<file path="config.mk">
export PLATFORM = sky130hd
export DESIGN_NAME = decode_cfg_sequencer
export DESIGN_NICKNAME = d
export VERILOG_FILES = /design/src/rtl/decode_cfg_sequencer_pkg.sv /design/src/rtl/decode_cfg_sequencer_sync2.sv /design/src/rtl/decode_cfg_sequencer.sv
export SDC_FILE = /design/constraint.sdc
export NUM_CORES = 1
export LEC_CHECK = 0
export ABC_AREA = 1
export CELL_PAD_IN_SITES_DETAIL_PLACEMENT = 1
export CELL_PAD_IN_SITES_GLOBAL_PLACEMENT = 1
export CORE_MARGIN = 8
export CORE_UTILIZATION = 32
export CTS_CLUSTER_SIZE = 16
export DETAILED_ROUTE_END_ITERATION = 7
export GPL_ROUTABILITY_DRIVEN = 0
export HOLD_SLACK_MARGIN = 0.05
export PLACE_DENSITY_LB_ADDON = 0.25
export SYNTH_ARGS = -nofsm -noshare
export SYNTH_HDL_FRONTEND = slang
export SYNTH_SLANG_ARGS = --single-unit
</file>
<file path="constraint.sdc">
create_clock -name clk -period 1.7 [get_ports clk]
set_input_delay 0.255 -clock clk [delete_from_list [all_inputs] [get_ports clk]]
set_output_delay 0.255 -clock clk [all_outputs]
set_load 0.01 [all_outputs]
</file>
<file path="src/rtl/decode_cfg_sequencer_pkg.sv">
// Shared definitions for the decode window-table config sequencer:
// FSM state encoding, the boot-ROM end-of-table marker and the layout
// of the window table (four banks of NUM_WIN entries each).
package decode_cfg_sequencer_pkg;

    typedef enum logic [2:0] {
        ST_IDLE  = 3'd0,
        ST_FETCH = 3'd1,
        ST_LATCH = 3'd2,
        ST_WRITE = 3'd3,
        ST_HOST  = 3'd4,
        ST_HACK  = 3'd5
    } state_t;

    // A ROM entry whose address byte equals this value terminates the load early.
    localparam logic [7:0] CFG_END_MARK = 8'hFF;

    // Window table: base, mask, slot and op banks, NUM_WIN entries each.
    function automatic int table_size(input int num_win);
        return 4 * num_win;
    endfunction

    function automatic int base_off(input int num_win);
        return 0 * num_win;
    endfunction

    function automatic int mask_off(input int num_win);
        return 1 * num_win;
    endfunction

    function automatic int slot_off(input int num_win);
        return 2 * num_win;
    endfunction

    function automatic int op_off(input int num_win);
        return 3 * num_win;
    endfunction

endpackage

</file>
<file path="src/rtl/decode_cfg_sequencer_sync2.sv">
// Two-flop synchronizer for a single asynchronous level (CPU /IORQ).
// Reset value is a parameter so the bus reads as idle straight out of reset.
module decode_cfg_sequencer_sync2 #(
    parameter logic RST_VAL = 1'b1
) (
    input  logic clk,
    input  logic rst_n,
    input  logic d,
    output logic q
);

    logic meta_reg;
    logic sync_reg;

    // Back-to-back capture flops; only sync_reg is used downstream.
    always_ff @(posedge clk or negedge rst_n) begin
        if (!rst_n) begin
            meta_reg <= RST_VAL;
            sync_reg <= RST_VAL;
        end else begin
            meta_reg <= d;
            sync_reg <= meta_reg;
        end
    end

    assign q = sync_reg;

endmodule

</file>
<file path="src/rtl/decode_cfg_sequencer.sv">
// Sequencer owning the address-decode window-table config port.
// After reset (AUTO_LOAD=1) or on start it streams {addr,data} entries from
// a boot ROM into the table, then arbitrates single host accesses onto the
// same port. Every table write waits for the CPU I/O bus to be idle so a
// window never changes in the middle of an I/O cycle.
// Optional build macro: DECODE_CFG_SHADOW_EN adds a shadow copy of the table
// so host reads return real data; without it host reads return 8'h00.
module decode_cfg_sequencer
    import decode_cfg_sequencer_pkg::*;
#(
    parameter int NUM_WIN   = 4,
    parameter int ROM_AW    = 4,
    parameter bit AUTO_LOAD = 1'b1
) (
    input  logic              clk,
    input  logic              rst_n,
    input  logic              iorq_n,
    input  logic              start,
    input  logic [ROM_AW:0]   rom_len,
    output logic [ROM_AW-1:0] rom_addr,
    input  logic [15:0]       rom_data,
    input  logic              host_req,
    input  logic              host_we,
    input  logic [7:0]        host_addr,
    input  logic [7:0]        host_wdata,
    output logic              host_ack,
    output logic [7:0]        host_rdata,
    output logic              cfg_we,
    output logic [7:0]        cfg_addr,
    output logic [7:0]        cfg_wdata,
    output logic              busy,
    output logic              done,
    output logic              err
);

    localparam int              TBL_SIZE  = table_size(NUM_WIN);
    localparam logic [7:0]      TBL_LIMIT = 8'(TBL_SIZE);
    localparam logic [ROM_AW:0] LEN_ONE   = 1;

    state_t              state_reg, state_next;
    logic [ROM_AW-1:0]   rom_addr_reg, rom_addr_next;
    logic [ROM_AW:0]     len_reg, len_next;
    logic [7:0]          cfg_addr_reg, cfg_addr_next;
    logic [7:0]          cfg_wdata_reg, cfg_wdata_next;
    logic                cfg_we_reg, cfg_we_next;
    logic                host_ack_reg, host_ack_next;
    logic [7:0]          host_rdata_reg, host_rdata_next;
    logic                done_reg, done_next;
    logic                err_reg, err_next;
    logic                auto_pend_reg, auto_pend_next;

    logic                bus_idle;
    logic                entry_done;
    logic                load_last;
    logic [7:0]          rom_cfg_addr;
    logic                rom_in_range;
    logic                host_in_range;
    logic [7:0]          shadow_rd;

    decode_cfg_sequencer_sync2 #(
        .RST_VAL (1'b1)
    ) u_iorq_sync (
        .clk   (clk),
        .rst_n (rst_n),
        .d     (iorq_n),
        .q     (bus_idle)
    );

    assign rom_cfg_addr  = rom_data[15:8];
    assign rom_in_range  = (rom_cfg_addr < TBL_LIMIT);
    assign host_in_range = (host_addr < TBL_LIMIT);
    assign load_last     = ({1'b0, rom_addr_reg} == (len_reg - LEN_ONE));

`ifdef DECODE_CFG_SHADOW_EN
    localparam int IDX_W = (TBL_SIZE > 1) ? $clog2(TBL_SIZE) : 1;

    logic [7:0] shadow_arr [TBL_SIZE];

    genvar gi;
    generate
        for (gi = 0; gi < TBL_SIZE; gi++) begin : g_shadow
            logic [7:0] entry_reg;

            // Mirror every table write that targets this entry.
            always_ff @(posedge clk or negedge rst_n) begin
                if (!rst_n) begin
                    entry_reg <= '0;
                end else if (cfg_we_reg && (cfg_addr_reg == 8'(gi))) begin
                    entry_reg <= cfg_wdata_reg;
                end
            end

            assign shadow_arr[gi] = entry_reg;
        end
    endgenerate

    assign shadow_rd = shadow_arr[host_addr[IDX_W-1:0]];
`else
    assign shadow_rd = 8'h00;
`endif

    // State and output registers; reset aborts any load in flight.
    always_ff @(posedge clk or negedge rst_n) begin
        if (!rst_n) begin
            state_reg      <= ST_IDLE;
            rom_addr_reg   <= '0;
            len_reg        <= '0;
            cfg_addr_reg   <= '0;
            cfg_wdata_reg  <= '0;
            cfg_we_reg     <= 1'b0;
            host_ack_reg   <= 1'b0;
            host_rdata_reg <= '0;
            done_reg       <= 1'b0;
            err_reg        <= 1'b0;
            auto_pend_reg  <= AUTO_LOAD;
        end else begin
            state_reg      <= state_next;
            rom_addr_reg   <= rom_addr_next;
            len_reg        <= len_next;
            cfg_addr_reg   <= cfg_addr_next;
            cfg_wdata_reg  <= cfg_wdata_next;
            cfg_we_reg     <= cfg_we_next;
            host_ack_reg   <= host_ack_next;
            host_rdata_reg <= host_rdata_next;
            done_reg       <= done_next;
            err_reg        <= err_next;
            auto_pend_reg  <= auto_pend_next;
        end
    end

    // Next-state logic: load sequencing, host arbitration and pulse generation.
    always_comb begin
        state_next      = state_reg;
        rom_addr_next   = rom_addr_reg;
        len_next        = len_reg;
        cfg_addr_next   = cfg_addr_reg;
        cfg_wdata_next  = cfg_wdata_reg;
        cfg_we_next     = 1'b0;
        host_ack_next   = 1'b0;
        host_rdata_next = '0;
        done_next       = done_reg;
        err_next        = err_reg;
        auto_pend_next  = auto_pend_reg;
        entry_done      = 1'b0;

        case (state_reg)
            ST_IDLE: begin
                // A load request always wins over a pending host access.
                if (start || auto_pend_reg) begin
                    auto_pend_next = 1'b0;
                    err_next       = 1'b0;
                    len_next       = rom_len;
                    rom_addr_next  = '0;
                    if (rom_len == '0) begin
                        done_next  = 1'b1;
                    end else begin
                        done_next  = 1'b0;
                        state_next = ST_FETCH;
                    end
                end else if (host_req) begin
                    state_next = ST_HOST;
                end
            end

            ST_FETCH: begin
                // rom_addr is stable this cycle; ROM data follows next cycle.
                state_next = ST_LATCH;
            end

            ST_LATCH: begin
                // Hold the entry until the I/O bus is quiet.
                if (bus_idle) begin
                    if (rom_cfg_addr == CFG_END_MARK) begin
                        done_next  = 1'b1;
                        state_next = ST_IDLE;
                    end else if (!rom_in_range) begin
                        err_next   = 1'b1;
                        entry_done = 1'b1;
                    end else begin
                        cfg_addr_next  = rom_cfg_addr;
                        cfg_wdata_next = rom_data[7:0];
                        cfg_we_next    = 1'b1;
                        state_next     = ST_WRITE;
                    end
                end
            end

            ST_WRITE: begin
                entry_done = 1'b1;
            end

            ST_HOST: begin
                if (!host_in_range) begin
                    err_next      = 1'b1;
                    host_ack_next = 1'b1;
                    state_next    = ST_HACK;
                end else if (!host_we) begin
                    host_ack_next   = 1'b1;
                    host_rdata_next = shadow_rd;
                    state_next      = ST_HACK;
                end else if (bus_idle) begin
                    cfg_addr_next  = host_addr;
                    cfg_wdata_next = host_wdata;
                    cfg_we_next    = 1'b1;
                    host_ack_next  = 1'b1;
                    state_next     = ST_HACK;
                end
            end

            ST_HACK: begin
                state_next = ST_IDLE;
            end

            default: begin
                state_next = ST_IDLE;
            end
        endcase

        // Shared step to the next ROM entry, for both written and skipped entries.
        if (entry_done) begin
            rom_addr_next = rom_addr_reg + 1'b1;
            if (load_last) begin
                done_next  = 1'b1;
                state_next = ST_IDLE;
            end else begin
                state_next = ST_FETCH;
            end
        end
    end

    assign rom_addr   = rom_addr_reg;
    assign cfg_we     = cfg_we_reg;
    assign cfg_addr   = cfg_addr_reg;
    assign cfg_wdata  = cfg_wdata_reg;
    assign host_ack   = host_ack_reg;
    assign host_rdata = host_rdata_reg;
    assign done       = done_reg;
    assign err        = err_reg;
    assign busy       = (state_reg != ST_IDLE);

endmodule
</file>
# Word level (Yosys, flattened, before mapping)
# Cells that the tools add are included.
# classes
add_sub_neg,2
reduce_logical,13
mux,56
eq_ne,21
n_lt_le_gt_ge,2
# ops
op,count
2-to-1 mux 8 bit,12
one-hot mux 8 bit (2 select lines),2
2-to-1 mux 3 bit,10
2-to-1 mux 1 bit,24
less-than comparator 8 x 5 -> 1 bit (second input constant),2
inequality test 2 bit (second input constant),8
one-hot mux 3 bit (5 select lines),1
2-to-1 mux 4 bit,3
inequality test 4 bit (second input constant),3
AND reduction 6 bit,2
== test 8 bit (second input constant),1
AND reduction 7 bit,1
== test 3 x 2 -> 1 bit (second input constant),2
one-hot mux 1 bit (2 select lines),3
nonzero test 2 bit,3
nonzero test 3 bit,2
== test 4 x 5 -> 1 bit,1
logical NOT 5 bit,1
inequality test 5 x 4 -> 1 bit (second input constant),1
subtractor 5 x 1 -> 5 bit (second input constant),1
adder 4 x 1 -> 4 bit (second input constant),1
inequality test 2 x 1 -> 1 bit (second input constant),2
AND reduction 2 bit,2
== test 3 x 1 -> 1 bit (second input constant),1
other kinds (5),5
# word_totals
register_bits,35
elab_cells,106
out_inout_bits,33

# Logic depth before layout (Yosys ltp)
# Gate-level depths: netlist of the first run.
# logic_depth
ltp_word,7
ltp_mapped,11
mapped_depth_nobuf,11

# Hierarchy
# Synthesis of the first run repeated with hierarchy kept, for this count alone.
# unflattened
hier_cells,235
area_unflattened_um2,1900.6
# modules_own_cells
module,area_each_um2,cells_each,instances
decode_cfg_sequencer,1848.0,233,1
decode_cfg_sequencer_sync2,52.6,2,1

# Worst setup path after synthesis of the first run
# Ideal clock, no wire load.
# synth_path
kind,register to register
startpoint,register state_reg[0]
endpoint,"register cfg_wdata_reg[0], in the netlist cfg_wdata[0]"
arrival_time_ns,1.324
stages_incl_launch_ff,10
setup_ns,0.122
n_path_buf,1
path_slack_ns,0.254
required_ns,1.578
period_less_slack_ns,1.446
cell_sequence,dfrtp_1 > nor2_4 > nand2_8 > nand2_4 > nand2_4 > nor2_4 > nand3_4 > buf_6 > nand2_2 > o21ai_2
# synth_via
elab_chain_len,3
# synth_lines
item,line,rtl
start: declaration,decode_cfg_sequencer.sv:40,"state_t state_reg, state_next;"
start signal: assignment,decode_cfg_sequencer.sv:117,state_reg <= state_next;
== test 3 x 2 -> 1 bit / == test 3 bit (equally long branches),decode_cfg_sequencer.sv:146,case (state_reg)
inequality test 2 x 1 -> 1 bit (no source line) (tied with other cells),--,
AND reduction 7 bit (no source line),--,
end signal: assignment,decode_cfg_sequencer.sv:121,cfg_wdata_reg <= cfg_wdata_next;
end: declaration,decode_cfg_sequencer.sv:44,"logic [7:0] cfg_wdata_reg, cfg_wdata_next;"
# Parallel ways exist; a longest one is shown, timed or not.
# A chain may end at the register's enable or synchronous reset.

# Final worst setup path of the first run
# layout_path
startpoint,"register rom_addr_reg[2], in the netlist rom_addr[2]"
endpoint,output port rom_addr[2]
# layout_lines
item,line,rtl
start: declaration,decode_cfg_sequencer.sv:41,"logic [ROM_AW-1:0] rom_addr_reg, rom_addr_next;"
start signal: assignment,decode_cfg_sequencer.sv:118,rom_addr_reg <= rom_addr_next;
end: declaration,decode_cfg_sequencer.sv:20,"output logic [ROM_AW-1:0] rom_addr,"
# No word-level cell between the ends.

==> run_results.csv, run 1 <==
group,metric,value,unit
run_status,status,"completed",
layout,final_nets,370,
timing,drv_slew,0,
floorplan,io_pins,76,
critical_path,cp-start-kind,"register",
power,p_per_area,1530,mW/mm²
floorplan,die_h,95.4,µm
clocking,cts_root_buf,"clkbuf_8",
yosys,yosys_warnings,0,
critical_path,crit_arrival,1.33,ns
clocking,cts_buffers,5,
layout,drive_gt1_frac,0.181,
critical_path,cp_max_fo,6,
yosys,synth_area_per_cell,8.31,µm²
floorplan,fp.coreArea,0.00624,mm²
yosys,syn-cell-area,0.00202,mm²
placed_design,dp_hpwl,4.52,mm
detailed_routing,wl_per_cell,14.2,µm
yosys,synth_compound_area_frac,0.0849,
yosys,synth_adder_area_share,0.0124,
yosys,yosys-mux-area-fraction,0.0595,
detailed_routing,vias,1872,
layout,design_area,0.00297,mm²
detailed_routing,drt-initial-drc-count,78,
detailed_routing,drcViolationCount,0,
clocking,ctsLongestPathBuffers,2,
detailed_routing,vias_per_cell,4.65,
timing,rsz0062_at_grt,"false",
critical_path,worst_ep_required_time,1.44,ns
critical_path,cp_num_buf_inv,1,
timing,final-hold-violation-count,0,
critical_path,worstSetupEndpointType,"output pin",
floorplan,die_x,95.4,µm
placed_design,place_inst,391,
layout,antenna_cells,0,
floorplan,dieArea,0.00911,mm²
critical_path,crit_chain,"clkdlybuf4s50_1",
timing,max_freq,0.632,GHz
detailed_routing,ant_nets,0,
power,peakVddDrop,0.529,mV
critical_path,path_delay_family,"buffers and inverters",
yosys,ys_ff_latch,35,
global_route,grt_max_degree,36,
yosys,ys.flop_type,"dfrtp_1",
timing,setup_viol,0,
critical_path,critPathMaxStageDelay,0.58,ns
yosys,synth_sequential_area_ratio,0.436,
global_route,globalRouteTotalUtil,0.135,
global_route,grt_pass1_vias,2090,
power,finalPower,0.00453,W
worst_hold_path,min_path_type,"reg2reg",
clocking,clock_latency,0.29,ns
job,cap_violations,0,
detailed_routing,wl,5.70,mm
clocking,cts_max_level,2,
yosys,synth_cells,243,
power,p_leak,1.45,nW
global_route,grt-ovfl-total,0,
floorplan,rows,29,
global_route,grt_antenna_before_repair,0,
layout,final_cells,403,
yosys,synthXorXnorAreaFrac,0.00867,
layout,post-route-util,0.476,
timing,fin_skew,0.00460,ns
critical_path,critical_path_class,"reg2out",
clocking,path_clk_slew,0.08,ns
yosys,synthArstFlopShare,1.00,
placed_design,postPlaceCellArea,0.00280,mm²
placed_design,portBuffers,67,
timing,whs,0.359,ns
clocking,numClockSinks,35,
layout,syn2layout_area_growth,47.1,%
timing,period_needed,1.58,ns
floorplan,floorplan.initialDensity,0.324,
global_route,grt_pass1_wl,9.78,mm
clocking,cts_tree,"built",
detailed_routing,dr.pass1.iters,4,
timing,post-route-period-util,0.931,
critical_path,crit_slowest_cell,"clkdlybuf4s50_1",
yosys,synth_edf_count,0,
yosys,synthSimpleGateAreaFrac,0.297,
yosys,yosys.cell_types.count,31,
yosys,synth_top_family_by_area,"simple AND/OR/NAND/NOR gates",
## cells in the mapped netlist, drive strengths merged, types with 2 or more instances
cell	count	share of area
nand2	66	0.15
nor2	35	0.075
dfrtp	32	0.40
inv	29	0.054
o21ai	20	0.072
nand3	18	0.051
buf	12	0.046
mux2i	12	0.059
nor3	4	0.012
dfstp	3	0.039
ha	2	0.012
nand4	2	0.0062
xor2	2	0.0087
## logic make-up (layout without fill, tap and decap cells)
family                   Yosys count  count (layout)
adder cells (fa/ha/maj)            2               2
AND/OR/NAND/NOR                  126             126
buffers and inverters             41             117
XOR/XNOR                           2               2
AO/OA/AOI/OAI                     24              24
flip-flops                        35              35
multiplexers                      12              12
other                              1               8
## area by class of cell
| cell class | instances | area (µm²) |
|---|---|---|
| fill | 758 | 3270 |
| timing repair buffer | 80 | 781 |
| clock buffer | 5 | 68.8 |
| clock inverter | 3 | 67.6 |
| inverter | 29 | 109 |
| sequential | 35 | 882 |
| multi-input combinational | 174 | 967 |
| tap | 77 | 96.3 |
## what timing repair did
item | 4_1_cts | 5_1_grt
setup buffers | 3 | 0
hold buffers | 1 | 0
endpoints found under the hold margin | 32 | 0
setup endpoints to repair | 1 | 2
gates resized for setup | 2 | 2
pin swaps | 1 | 0
## report_power, final
part / switching, W / leakage [nW] / total, W / internal (W)
combinational: 0.00119 / 0.941 / 0.00226 / 0.00107
sequential: 0.000227 / 0.444 / 0.00136 / 0.00113
clock: 0.000335 / 0.0644 / 0.000920 / 0.000585
total: 0.00175 / 1.45 / 0.00453 / 0.00278
## worst paths after layout
kind / startpoint / to / slack, ns / depth (start not counted)
min in group asynchronous: rst_n / cfg_addr[2] / 0.53 / 3
max in group asynchronous: rst_n / u_iorq_sync.meta_reg / 0.82 / 3
min: u_iorq_sync.meta_reg / u_iorq_sync.q / 0.36 / 0
min reg2reg: u_iorq_sync.meta_reg / u_iorq_sync.q / 0.36 / 0
max reg2reg: state_reg[2] / rom_addr[1] / 0.13 / 7
max: rom_addr[2] / rom_addr[2] / 0.12 / 1
## cell usage in the layout, fill, tap and decap left out, types with 2 or more instances in the layout
cell,Yosys,layout
buf_4,8,11
dfstp_2,3,3
o21ai_0,7,7
nand2_4,2,2
bufinv_16,0,2
o21ai_2,12,12
nand3_1,17,17
clkbuf_8,0,5
xor2_1,2,2
clkdlybuf4s50_1,0,65
nor2_2,2,2
conb_1,1,8
dfrtp_2,0,2
nor3_1,3,3
inv_2,2,2
nor2_1,31,31
nor2_4,2,2
inv_1,27,27
nand2_2,9,9
dfrtp_1,32,30
nand2_1,54,54
nand4_1,2,2
mux2i_1,12,12
## stage by stage
step	setup slack, ns	setup TNS [ns]
floorplan	0.254	0
global placement	-0.0717	-0.532
detailed placement	-0.0963	-0.685
CTS	0.00479	0
global route	0.00190	0
finish	0.117	0
## routing by layer
| metal | up-vias | track usage | share of wire |
|---|---|---|---|
| li1 | 919 | - | - |
| met4 | 0 | 0.0333 | 0.011 |
| met3 | 7 | 0.0764 | 0.11 |
| met1 | 891 | 0.153 | 0.42 |
| met2 | 55 | 0.215 | 0.46 |
| met5 | - | 0 | 0 |
Power figures use the tool's default switching activity.
==> run 2, diff against run 1 <==
--- a/config.mk
+++ b/config.mk
@@ -15,6 +15,7 @@
 export GPL_ROUTABILITY_DRIVEN = 0
 export HOLD_SLACK_MARGIN = 0.05
 export PLACE_DENSITY_LB_ADDON = 0.25
+export SLEW_MARGIN = 20
 export SYNTH_ARGS = -nofsm -noshare
 export SYNTH_HDL_FRONTEND = slang
 export SYNTH_SLANG_ARGS = --single-unit
==> results of run 2 <==
No change in the layout: final DEF, timing and power equal those of run 1.
